File: src/rtl/tneuron_popcount_acc.sv
// Ternary-neuron accumulator: sums (pos_cnt - neg_cnt) over BEATS beats with
// per-beat saturation, then thresholds the frame sum into a ternary activation.
module tneuron_popcount_acc #(
  parameter int unsigned PC_W  = 4,
  parameter int unsigned BEATS = 4,
  parameter int unsigned ACC_W = 8,
  parameter logic signed [ACC_W-1:0] THR_POS = ACC_W'(3),
  parameter logic signed [ACC_W-1:0] THR_NEG = ACC_W'(-3)
) (
  input  logic                    clk,
  input  logic                    rst_n,
  input  logic                    in_valid,
  output logic                    in_ready,
  input  logic [PC_W-1:0]         pos_cnt,
  input  logic [PC_W-1:0]         neg_cnt,
  output logic                    out_valid,
  input  logic                    out_ready,
  output logic [1:0]              out_act,
  output logic signed [ACC_W-1:0] out_sum
);

  localparam int unsigned CNT_W  = (BEATS > 1) ? $clog2(BEATS) : 1;
  localparam int unsigned DIFF_W = ACC_W + 1;
  localparam int unsigned SUM_W  = ACC_W + 2;
  localparam logic [CNT_W-1:0] LAST_BEAT = CNT_W'(BEATS - 1);
  localparam logic signed [SUM_W-1:0] SAT_MAX = {3'b000, {(ACC_W-1){1'b1}}};
  localparam logic signed [SUM_W-1:0] SAT_MIN = {3'b111, {(ACC_W-1){1'b0}}};

  localparam logic [1:0] ACT_POS  = 2'b01;
  localparam logic [1:0] ACT_NEG  = 2'b11;
  localparam logic [1:0] ACT_ZERO = 2'b00;

  typedef enum logic {
    ST_ACC  = 1'b0,
    ST_HOLD = 1'b1
  } state_t;

  state_t                    state, state_nxt;
  logic [CNT_W-1:0]          beat_cnt, beat_cnt_nxt;
  logic signed [ACC_W-1:0]   acc, acc_nxt;
  logic signed [ACC_W-1:0]   sum_nxt;
  logic [1:0]                act_nxt;

  logic signed [DIFF_W-1:0]  diff_c;
  logic signed [SUM_W-1:0]   acc_x_c, diff_x_c, sum_full_c;
  logic signed [ACC_W-1:0]   sat_sum_c;
  logic [1:0]                act_c;

  // Per-beat difference and saturating add; the extra guard bits keep the
  // unsaturated sum exact so the clamp never sees a wrapped value.
  always_comb begin
    diff_c     = DIFF_W'(pos_cnt) - DIFF_W'(neg_cnt);
    acc_x_c    = {{2{acc[ACC_W-1]}}, acc};
    diff_x_c   = {diff_c[DIFF_W-1], diff_c};
    sum_full_c = acc_x_c + diff_x_c;
    if (sum_full_c > SAT_MAX) begin
      sat_sum_c = SAT_MAX[ACC_W-1:0];
    end else if (sum_full_c < SAT_MIN) begin
      sat_sum_c = SAT_MIN[ACC_W-1:0];
    end else begin
      sat_sum_c = sum_full_c[ACC_W-1:0];
    end
  end

  // Threshold; the positive test wins when the two ranges overlap.
  always_comb begin
    act_c = ACT_ZERO;
    if (sat_sum_c >= THR_POS) begin
      act_c = ACT_POS;
    end else if (sat_sum_c <= THR_NEG) begin
      act_c = ACT_NEG;
    end
  end

  // State and datapath registers.
  always_ff @(posedge clk or negedge rst_n) begin
    if (!rst_n) begin
      state     <= ST_ACC;
      beat_cnt  <= '0;
      acc       <= '0;
      in_ready  <= 1'b1;
      out_valid <= 1'b0;
      out_act   <= ACT_ZERO;
      out_sum   <= '0;
    end else begin
      state     <= state_nxt;
      beat_cnt  <= beat_cnt_nxt;
      acc       <= acc_nxt;
      in_ready  <= (state_nxt == ST_ACC);
      out_valid <= (state_nxt == ST_HOLD);
      out_act   <= act_nxt;
      out_sum   <= sum_nxt;
    end
  end

  // Next-state and next-output logic.
  always_comb begin
    state_nxt    = state;
    beat_cnt_nxt = beat_cnt;
    acc_nxt      = acc;
    sum_nxt      = out_sum;
    act_nxt      = out_act;
    case (state)
      ST_ACC: begin
        if (in_valid && in_ready) begin
          if (beat_cnt == LAST_BEAT) begin
            sum_nxt      = sat_sum_c;
            act_nxt      = act_c;
            acc_nxt      = '0;
            beat_cnt_nxt = '0;
            state_nxt    = ST_HOLD;
          end else begin
            acc_nxt      = sat_sum_c;
            beat_cnt_nxt = beat_cnt + CNT_W'(1);
          end
        end
      end
      ST_HOLD: begin
        if (out_valid && out_ready) begin
          state_nxt = ST_ACC;
        end
      end
      default: state_nxt = ST_ACC;
    endcase
  end

endmodule

File: config.mk
export PLATFORM = sky130hd
export DESIGN_NAME = tneuron_popcount_acc
export DESIGN_NICKNAME = d
export VERILOG_FILES = /design/src/rtl/tneuron_popcount_acc.sv
export SDC_FILE = /design/constraint.sdc
export NUM_CORES = 1
export LEC_CHECK = 0
export CAP_MARGIN = 10
export CORE_UTILIZATION = 25
export CTS_BUF_LIST = sky130_fd_sc_hd__clkbuf_4 sky130_fd_sc_hd__clkbuf_8
export DETAILED_ROUTE_END_ITERATION = 8
export GPL_TIMING_DRIVEN = 0
export HOLD_SLACK_MARGIN = 0.03
export SLEW_MARGIN = 20
export SYNTH_ARGS = -nofsm -noshare
export SYNTH_HDL_FRONTEND = slang
export SYNTH_SLANG_ARGS = --single-unit
File: constraint.sdc
create_clock -name clk -period 5.53 [get_ports clk]
set_clock_uncertainty 0.05 [all_clocks]
set_input_delay 1.106 -clock clk [delete_from_list [all_inputs] [get_ports clk]]
set_output_delay 1.106 -clock clk [all_outputs]
set_load 0.01 [all_outputs]
==> results of run 1 <==
==> area by class of cell <==
cell class | instances | area [um2]
fill | 604 | 3750
tap | 72 | 90.1
inverter | 16 | 60.1
buffer | 4 | 22.5
sequential | 22 | 552
clock buffer | 4 | 55.1
timing repair buffer | 23 | 225
multi-input combinational | 119 | 853
==> sequential cells by signal, summed over array words and instances (netlist names) <==
register,flops
state,1
in_ready,1
acc,8
beat_cnt,2
out_act,2
out_sum,8
==> routing by layer <==
layer / up-vias / global-route usage [%] / wire, um
met2: 20 / 18.4 / 1430
met5: - / 0 / 0
met1: 572 / 13.8 / 1540
met4: 0 / 1.64 / 12
li1: 622 / - / -
met3: 2 / 2.76 / 131
==> through the flow <==
stage	setup slack [ns]	utilization [%]	instances	hold WS [ns]
after floorplan	1.60	-	161	0.400
after global placement	0.818	32.2	256	0.415
after detailed placement	0.783	32.2	256	0.421
after CTS	1.04	33.2	260	0.439
after global routing	0.864	33.1	260	0.455
final	1.06	33.1	260	0.437
==> kinds of logic (layout without fill, tap and decap cells) <==
family | after synthesis | count (layout) | share of synthesized area [%]
muxes | 1 | 1 | 0.757
DFF | 22 | 22 | 37.1
and+or+nand+nor | 48 | 48 | 15.8
buffers and inverters | 20 | 47 | 5.55
AOI/OAI and AO/OA | 43 | 43 | 18.9
xor gates and xnor gates | 5 | 5 | 2.94
adders and majority gates | 22 | 22 | 18.9
==> tightest hold or removal path: cells and delay by family, from the launching register on <==
kind	cells	cell delay, ns
AOI/OAI and AO/OA	1	0.06
DFF	1	0.35
and+or+nand+nor	1	0.05
==> worst max-delay path by stage <==
stage,from,to,cells past startpoint
6_report,pos_cnt[0],out_sum[5],14
3_3_place_gp,pos_cnt[0],out_sum[5],14
3_5_place_dp,pos_cnt[0],out_sum[5],14
5_1_grt,pos_cnt[0],out_sum[5],14
4_1_cts,pos_cnt[0],out_sum[5],14
2_1_floorplan,pos_cnt[0],acc[2],14
==> power by group through the flow <==
stage | combinational [W] | clock (W) | sequential, W
2_1_floorplan | 0.000546 | 0 | 0.000301
3_5_place_dp | 0.000773 | 0 | 0.000294
6_report | 0.000769 | 0.000114 | 0.000289
4_1_cts | 0.000778 | 0.000117 | 0.000291
3_3_place_gp | 0.000764 | 0 | 0.000291
5_1_grt | 0.000856 | 0.000127 | 0.000299
==> cells in the mapped netlist, types with 2 or more instances <==
master	instances	area share, %
ha_1	14	12
a21oi_1	10	3.4
nand3b_1	2	1.0
o21ai_2	2	1.2
nand2b_1	2	0.84
maj3_2	5	3.8
o21ai_1	6	2.0
nor3_1	3	1.0
clkbuf_1	3	0.76
dfrtp_1	21	35
nor2b_1	2	0.84
a21oi_2	2	1.2
a21o_1	4	2.0
nand2_1	22	5.6
nor2_1	6	1.5
nand4b_1	2	1.2
fa_1	2	2.7
inv_2	2	0.50
nand3_1	3	1.0
inv_1	14	3.5
and3_1	3	1.3
o21ai_0	9	3.0
xnor2_1	4	2.4
==> results.py, run 1 <==
metrics = {
    "synthesis": {
        "synth_edf_count": 0,
        "yosysUniqueCellTypes": 41,
        "ys_seq_area_share_pct": 37.1,
        "ys_async_sr_fraction_pct": 100,
        "syn_area_per_cell_um2": 9.24,
        "syn_area_um2": 1490,
        "postSynthCellCount": 161,
        "synth_warnings": 0,
        "synthesis.nets": 189,
        "synth-seq-cells": 22,
        "yosys_most_used_dff": "dfrtp_1",
    },
    "worst_hold_path": {
        "hold_end": "out_sum[1]",
        "hp-class": "flip-flop to flip-flop",
        "min_from": "out_sum[1]",
        "min_path_cells": 2,
    },
    "power_and_ir_drop": {
        "clock_power_share_pct": 9.7,
        "p_leak_nw": 0.836,
        "switching_share_pct": 43.7,
        "intPower_w": 0.000660,
        "power_frac_seq_pct": 24.6,
        "p_per_area_nw_per_um2": 631,
        "switching_power_w": 0.000512,
        "combPwrFrac_pct": 65.6,
        "fin_total_pwr_w": 0.00117,
        "ir_drop_mv": 0.191,
    },
    "drt": {
        "num_vias": 1216,
        "drtIter0Drc": 47,
        "viasPerCell": 4.68,
        "dr.pass1.iters": 4,
        "drc_errors": 0,
        "wl_per_cell_um": 12.0,
        "ant_nets": 0,
        "drt-total-wl_mm": 3.12,
    },
    "grt": {
        "gr-usage-all-layers_pct": 10.8,
        "grt_overflow_total": 0,
        "first_global_vias": 1175,
        "grt_max_degree": 23,
        "antenna_found_initial": 0,
        "grt_pass1_wl_mm": 5.33,
    },
    "cells_and_area": {
        "final_cell_area_um2": 1860,
        "finalNetCount": 217,
        "syn2layout_area_growth_pct": 24.9,
        "final_cell_mix": "nand2_1, clkdlybuf4s50_1, dfrtp_1",
        "n_antenna_cell": 0,
        "drive_gt1_share_pct": 11.7,
    },
    "setup_path": {
        "crit_path_start_kind": "input port",
        "cp_cell_sequence": "clkdlybuf4s50_1 -> inv_1 -> ha_1 -> fa_1 -> inv_1 -> a21o_1 -> a21oi_1 -> ha_1 -> a21o_1 -> a211o_1 -> o22ai_2 -> inv_2 -> maj3_1 -> mux2_2",
        "r2r-start": "acc[5]",
        "path_class": "input port to flip-flop",
        "slowest_delay_ns": 0.46,
        "regToRegSetupSlack_ns": 2.96,
        "slowest_stage": "clkdlybuf4s50_1",
        "cp.required_ns": 5.63,
        "r2r_end": "out_sum[5]",
        "critPathTopFamily": "adder cells",
        "worstPathArrival_ns": 4.57,
        "crit_buf_inv": 4,
        "crit_path_max_fanout": 9,
        "r2r_cells": 7,
        "cp-end-kind": "flip-flop",
    },
    "placed_design": {
        "dpl.hpwl_mm": 2.55,
        "gp_congestion": 0.795,
        "numPortBuffers": 23,
        "place_area_um2": 1810,
    },
    "timing": {
        "max_slew_margin_pct": 67.2,
        "worst_slew_pin_slew_ns": 0.491,
        "drv_slew": 0,
        "max_freq_mhz": 224,
        "setup_viol": 0,
        "min_period_over_period_pct": 80.9,
        "fin_setup_tns_ns": 0,
        "rsz0062_at_grt": "no",
        "fin_crit_ns": 4.47,
        "report.final.hold_viol_count": 0,
    },
    "clock_network": {
        "htreeDepth": 1,
        "insertion_delay_ns": 0.26,
        "cts_tree": "built",
        "clock_sinks": 22,
        "cts-root-buf": "clkbuf_8",
        "clkSlewWorstSetupHoldPaths_ns": 0.08,
        "holdBufCountCts": 0,
        "clock_path_buffers": 2,
        "post_cts_buffers": 0,
        "numCtsBuffers": 3,
        "cts_resized": 0,
    },
    "floorplan": {
        "core-area_um2": 5610,
        "die_y_um": 79.1,
        "initial_core_util_pct": 26.5,
        "boundaryPins": 24,
        "floorplan.rows": 27,
        "die-area_um2": 6260,
        "die_x_um": 79.1,
    },
    "run_status": {
        "status": "completed",
    },
    "flow_run": {
        "cap_viol_max_count": 0,
    },
}
Note: power is estimated with default switching activity, not from simulation.
==> run 2, diff against run 1 <==
==> constraint.sdc (replaced) <==
create_clock -name clk -period 4.3 [get_ports clk]
set_clock_uncertainty 0.05 [all_clocks]
set_input_delay 0.86 -clock clk [delete_from_list [all_inputs] [get_ports clk]]
set_output_delay 0.86 -clock clk [all_outputs]
set_load 0.01 [all_outputs]
==> run 2 against run 1 <==
Sequential power increased by 28%. Critical endpoint is now out_act[0]. Critical path type unchanged. Critical path depth increased by 1. Via count increased by 2.6%. Power increased by 36%. Sequential share of layout area decreased by 0.82 points.
==> results.py, run 2 (synthesized netlist as in run 1, its figures left out) <==
metrics = {
    "run_status": {
        "status": "completed",
    },
    "power_and_ir_drop": {
        "switching_power_w": 0.000684,
        "power_frac_seq_pct": 23.3,
        "clock_power_share_pct": 9.3,
        "combPwrFrac_pct": 67.4,
        "intPower_w": 0.000909,
        "switching_share_pct": 42.9,
        "fin_total_pwr_w": 0.00159,
        "ir_drop_mv": 0.247,
        "p_leak_nw": 0.866,
        "p_per_area_nw_per_um2": 834,
    },
    "setup_path": {
        "slowest_stage": "clkdlybuf4s50_1",
        "slowest_delay_ns": 0.46,
        "crit_path_start_kind": "input port",
        "r2r-start": "acc[0]",
        "r2r_cells": 11,
        "regToRegSetupSlack_ns": 1.65,
        "r2r_end": "out_sum[0]",
        "cp_cell_sequence": "clkdlybuf4s50_1 -> inv_1 -> ha_1 -> fa_1 -> inv_1 -> a21o_1 -> a21oi_1 -> ha_1 -> a21o_1 -> a211o_1 -> o22ai_4 -> buf_4 -> nor2_1 -> a2111oi_0 -> o311ai_1",
        "worstPathArrival_ns": 4.17,
        "crit_path_max_fanout": 6,
        "path_class": "input port to flip-flop",
        "cp.required_ns": 4.38,
        "cp-end-kind": "flip-flop",
    },
    "drt": {
        "dr.max_layer_used": "met4",
        "drtIter0Drc": 28,
        "wl_per_cell_um": 12.0,
        "drc_errors": 0,
        "dr.pass1.iters": 4,
        "wl_met1_mm": 1.56,
        "ant_nets": 0,
        "drt-total-wl_mm": 3.20,
        "viasPerCell": 4.69,
        "num_vias": 1248,
        "dr_wl_met3_um": 126,
        "dr_wl_met2_mm": 1.50,
    },
    "grt": {
        "grt_pass1_wl_mm": 5.33,
        "antenna_found_initial": 0,
        "grt_overflow_total": 0,
        "gr-usage-all-layers_pct": 10.8,
        "first_global_vias": 1175,
        "grt_max_degree": 23,
    },
    "cells_and_area": {
        "fillers": 595,
        "top_regs": "acc (8), out_sum (8)",
        "drive_gt1_share_pct": 14.4,
        "seqCellArea_um2": 552,
        "final_cell_mix": "nand2_1, clkdlybuf4s50_1, dfrtp_1",
        "final_cell_area_um2": 1910,
        "syn2layout_area_growth_pct": 28.4,
        "multi_input_area_um2": 861,
        "n_antenna_cell": 0,
        "finalNetCount": 223,
    },
    "floorplan": {
        "die_x_um": 79.1,
        "die_y_um": 79.1,
        "die-area_um2": 6260,
        "boundaryPins": 24,
        "core-area_um2": 5610,
        "floorplan.rows": 27,
        "initial_core_util_pct": 26.5,
    },
    "clock_network": {
        "clock_path_buffers": 2,
        "cts_tree": "built",
        "holdBufCountCts": 0,
        "cts-root-buf": "clkbuf_8",
        "numCtsBuffers": 3,
        "htreeDepth": 1,
        "insertion_delay_ns": 0.26,
        "clkSlewWorstSetupHoldPaths_ns": 0.07,
        "clock_sinks": 22,
    },
    "timing": {
        "min_period_over_period_pct": 95.0,
        "setup_viol": 0,
        "fin_ws_ns": 0.214,
        "fin_setup_tns_ns": 0,
        "max_slew_margin_pct": 67.5,
        "drv_slew": 0,
        "max_freq_mhz": 245,
        "fin_crit_ns": 4.09,
        "report.final.hold_viol_count": 0,
        "worst_slew_pin_slew_ns": 0.488,
        "rsz0062_at_grt": "no",
    },
    "placed_design": {
        "numPortBuffers": 23,
        "place_ws_ns": -0.201,
        "gp_congestion": 0.795,
        "dpl.hpwl_mm": 2.55,
        "place_area_um2": 1810,
    },
    "worst_hold_path": {
        "min_path_cells": 2,
        "hold_end": "out_act[1]",
        "hp-class": "flip-flop to flip-flop",
        "min_from": "out_act[1]",
    },
    "flow_run": {
        "cap_viol_max_count": 0,
    },
}
[run 2: cell count changes in the layout (fill, tap and decap cells not counted)]
cell     change
buf_4        +6
o22ai_2      -1
o22ai_4      +1
[run 2: routing by layer]
layer	track usage [%]	up-vias
li1	-	640
met1	13.8	585
met2	18.4	21
met3	2.76	2
met4	1.64	0
met5	0	-
[run 2: cell type report]
type | instances | share of cell area, %
Buffer | 4 | 1.18
Clock buffer | 4 | 2.88
Inverter | 16 | 3.14
Multi-Input combinational cell | 119 | 45.1
Sequential cell | 22 | 28.9
Tap cell | 72 | 4.72
Timing Repair Buffer | 29 | 14.1
[run 2: worst max-delay path, delay by kind of cell]
kind	cells	cell delay, ns
AOI/OAI and AO/OA	7	1.48
adders and majority gates	3	1.03
buffers and inverters	4	0.75
and+or+nand+nor	1	0.05
[run 2: power by group through the flow]
stage | clock network, W | logic [W] | registers [W]
final | 0.000149 | 0.00107 | 0.000371
after global routing | 0.000164 | 0.00118 | 0.000385
after CTS | 0.000151 | 0.00100 | 0.000375
after detailed placement | 0 | 0.000995 | 0.000379
after global placement | 0 | 0.000983 | 0.000374
after floorplan | 0 | 0.000702 | 0.000387
[run 2: how the worst max path moves through the flow]
stage,start,to,slack [ns],depth (start not counted)
2_1_floorplan,pos_cnt[0],acc[2],0.62,14
3_3_place_gp,pos_cnt[0],out_sum[5],-0.17,14
3_5_place_dp,pos_cnt[0],out_sum[5],-0.20,14
4_1_cts,pos_cnt[0],out_sum[5],0.06,14
5_1_grt,pos_cnt[0],out_act[0],0.02,15
6_report,pos_cnt[0],out_act[0],0.21,15
[run 2: through the flow]
step / instances / util (%) / hold slack (ns)
final: 266 / 34.1 / 0.437
after global routing: 266 / 34.1 / 0.455
after CTS: 260 / 33.2 / 0.439
after detailed placement: 256 / 32.2 / 0.421
after global placement: 256 / 32.2 / 0.415
after floorplan: 161 / - / 0.400
[run 2: repair_timing]
item,4_1_cts,5_1_grt
endpoints found under the setup margin,0,3
buffers inserted,0,6
resized for setup,0,1
==> run 3, diff against run 2 <==
--- a/config.mk
+++ b/config.mk
@@ -6,7 +6,7 @@
 export NUM_CORES = 1
 export LEC_CHECK = 0
 export CAP_MARGIN = 10
-export CORE_UTILIZATION = 25
+export CORE_UTILIZATION = 40
 export CTS_BUF_LIST = sky130_fd_sc_hd__clkbuf_4 sky130_fd_sc_hd__clkbuf_8
 export DETAILED_ROUTE_END_ITERATION = 8
 export GPL_TIMING_DRIVEN = 0
==> run 3 against run 2 <==
Core utilization grew 19 points. Setup slack worse by 0.027 ns. Hold slack worse by 0.0029 ns. Critical endpoint is now out_sum[5]. Register-to-register slack about the same. Design area down 4.4%. Sequential cell count did not move. First-iteration DRC count up 50%. Largest power group unchanged. Critical path depth fell by 1. Sequential share of layout area grew 1.3 points. Sequential power about the same. Cell count fell by 12%. Die area is 37% lower.
==> results.py, run 3 (synthesized netlist as in run 1, its figures left out) <==
metrics = {
    "power_and_ir_drop": {
        "switching_power_w": 0.000681,
        "power_frac_seq_pct": 24.3,
        "clock_power_share_pct": 8.8,
        "p_per_area_nw_per_um2": 837,
        "combPwrFrac_pct": 66.8,
        "ir_drop_mv": 0.382,
        "switching_share_pct": 44.6,
        "intPower_w": 0.000847,
        "p_leak_nw": 0.833,
    },
    "drt": {
        "viasPerCell": 5.32,
        "ant_nets": 0,
        "wl_per_cell_um": 13.4,
        "drtIter0Drc": 42,
        "dr.pass1.iters": 4,
        "num_vias": 1245,
        "drc_errors": 0,
        "drt-total-wl_mm": 3.15,
    },
    "setup_path": {
        "r2r-start": "acc[0]",
        "cp_cell_sequence": "clkdlybuf4s50_1 -> inv_1 -> ha_1 -> fa_1 -> inv_1 -> a21o_1 -> a21oi_1 -> ha_1 -> a21o_1 -> a211o_1 -> o22ai_4 -> inv_2 -> maj3_1 -> mux2_2",
        "path_class": "input port to flip-flop",
        "crit_buf_inv": 4,
        "slowest_stage": "clkdlybuf4s50_1",
        "slowest_delay_ns": 0.45,
        "regToRegSetupSlack_ns": 1.65,
        "critPathTopFamily": "adder cells",
        "crit_path_start_kind": "input port",
        "cp.required_ns": 4.39,
        "startpoint": "pos_cnt[0]",
        "crit_path_max_fanout": 9,
        "cp-end-kind": "flip-flop",
        "worstPathArrival_ns": 4.20,
    },
    "floorplan": {
        "core-area_um2": 3440,
        "initial_core_util_pct": 43.2,
        "floorplan.rows": 21,
        "die_y_um": 63.0,
        "die-area_um2": 3970,
        "boundaryPins": 24,
        "die_x_um": 63.0,
    },
    "grt": {
        "antenna_found_initial": 0,
        "gr-usage-all-layers_pct": 17.4,
        "first_global_vias": 1172,
        "grt_pass1_wl_mm": 5.54,
        "grt_overflow_total": 0,
        "grt_max_degree": 23,
    },
    "cells_and_area": {
        "instances_no_fill": 234,
        "final_cell_mix": "nand2_1, clkdlybuf4s50_1, dfrtp_1",
        "n_antenna_cell": 0,
        "finalNetCount": 217,
        "syn2layout_area_growth_pct": 22.8,
        "fin_util_pct": 53.1,
        "top_regs": "acc (8), out_sum (8)",
        "fillers": 328,
        "drive_gt1_share_pct": 11.7,
        "final_cell_area_um2": 1830,
    },
    "placed_design": {
        "place_ws_ns": -0.137,
        "numPortBuffers": 23,
        "dp.cells": 230,
        "place_area_um2": 1780,
        "gp_congestion": 0.805,
        "dpl.hpwl_mm": 2.58,
    },
    "timing": {
        "setup_viol": 0,
        "min_period_over_period_pct": 95.7,
        "rsz0062_at_grt": "no",
        "report.final.hold_viol_count": 0,
        "fin_hold_ws_ns": 0.434,
        "fin_ws_ns": 0.187,
        "max_slew_margin_pct": 67.5,
        "max_freq_mhz": 243,
        "fin_crit_ns": 4.11,
        "worst_slew_pin_slew_ns": 0.487,
        "drv_slew": 0,
    },
    "worst_hold_path": {
        "hp-class": "flip-flop to flip-flop",
        "min_from": "out_sum[1]",
    },
    "clock_network": {
        "cts_resized": 0,
        "numCtsBuffers": 3,
        "clkSlewWorstSetupHoldPaths_ns": 0.08,
        "htreeDepth": 1,
        "clock_path_buffers": 2,
        "insertion_delay_ns": 0.26,
        "holdBufCountCts": 0,
        "post_cts_buffers": 0,
        "clock_sinks": 22,
        "cts-root-buf": "clkbuf_8",
        "cts_tree": "built",
    },
    "flow_run": {
        "cap_viol_max_count": 0,
    },
    "run_status": {
        "status": "completed",
    },
}
==> run 3: cell count changes in the layout (fill, tap and decap cells not counted), sizes merged <==
cell  delta
buf      -6
==> run 3: cell type report <==
cell class / instances / area [um2] / area share (%)
clock buffer: 4 / 48.8 / 2.67
sequential: 22 / 552 / 30.2
multi-input combinational: 119 / 861 / 47.1
inverter: 16 / 60.1 / 3.29
tap: 46 / 57.6 / 3.15
buffer: 4 / 22.5 / 1.23
timing repair buffer: 23 / 225 / 12.3
==> run 3: power groups by stage <==
stage                     Clock [W]  Sequential, W  Combinational, W
after global placement            0       0.000373          0.000980
after detailed placement          0       0.000378           0.00101
after CTS                  0.000137       0.000373           0.00101
after global routing       0.000146       0.000385           0.00114
final                      0.000135       0.000372           0.00102
after floorplan                   0       0.000387          0.000702
==> run 3: tightest hold or removal path, cell delays in order, from the launching register on <==
cell,delay [ns]
dfrtp_1,0.35
nand2_1,0.05
o21ai_0,0.06
==> run 3: path summary, 6_finish.rpt <==
| path | endpoint | cells past startpoint |
|---|---|---|
| setup / recovery | out_sum[5] | 14 |
| hold / removal | out_sum[1] | 2 |
| setup reg to reg | out_act[0] | 9 |
| hold reg to reg | out_sum[1] | 2 |
| max in group asynchronous | in_ready | 1 |
| min in group asynchronous | out_sum[0] | 1 |
==> run 3: metrics by stage <==
step,setup TNS [ns],total power (W)
after floorplan,0,0.00109
after global placement,-0.186,0.00135
after detailed placement,-0.568,0.00139
after CTS,0,0.00152
after global routing,0,0.00167
final,0,0.00153
==> run 3: layer usage <==
metal  track usage [%]  wire (um)
met1              22.3       1440
met2              30.6       1580
met3              3.28        109
met4              2.62         14
met5                 0          0
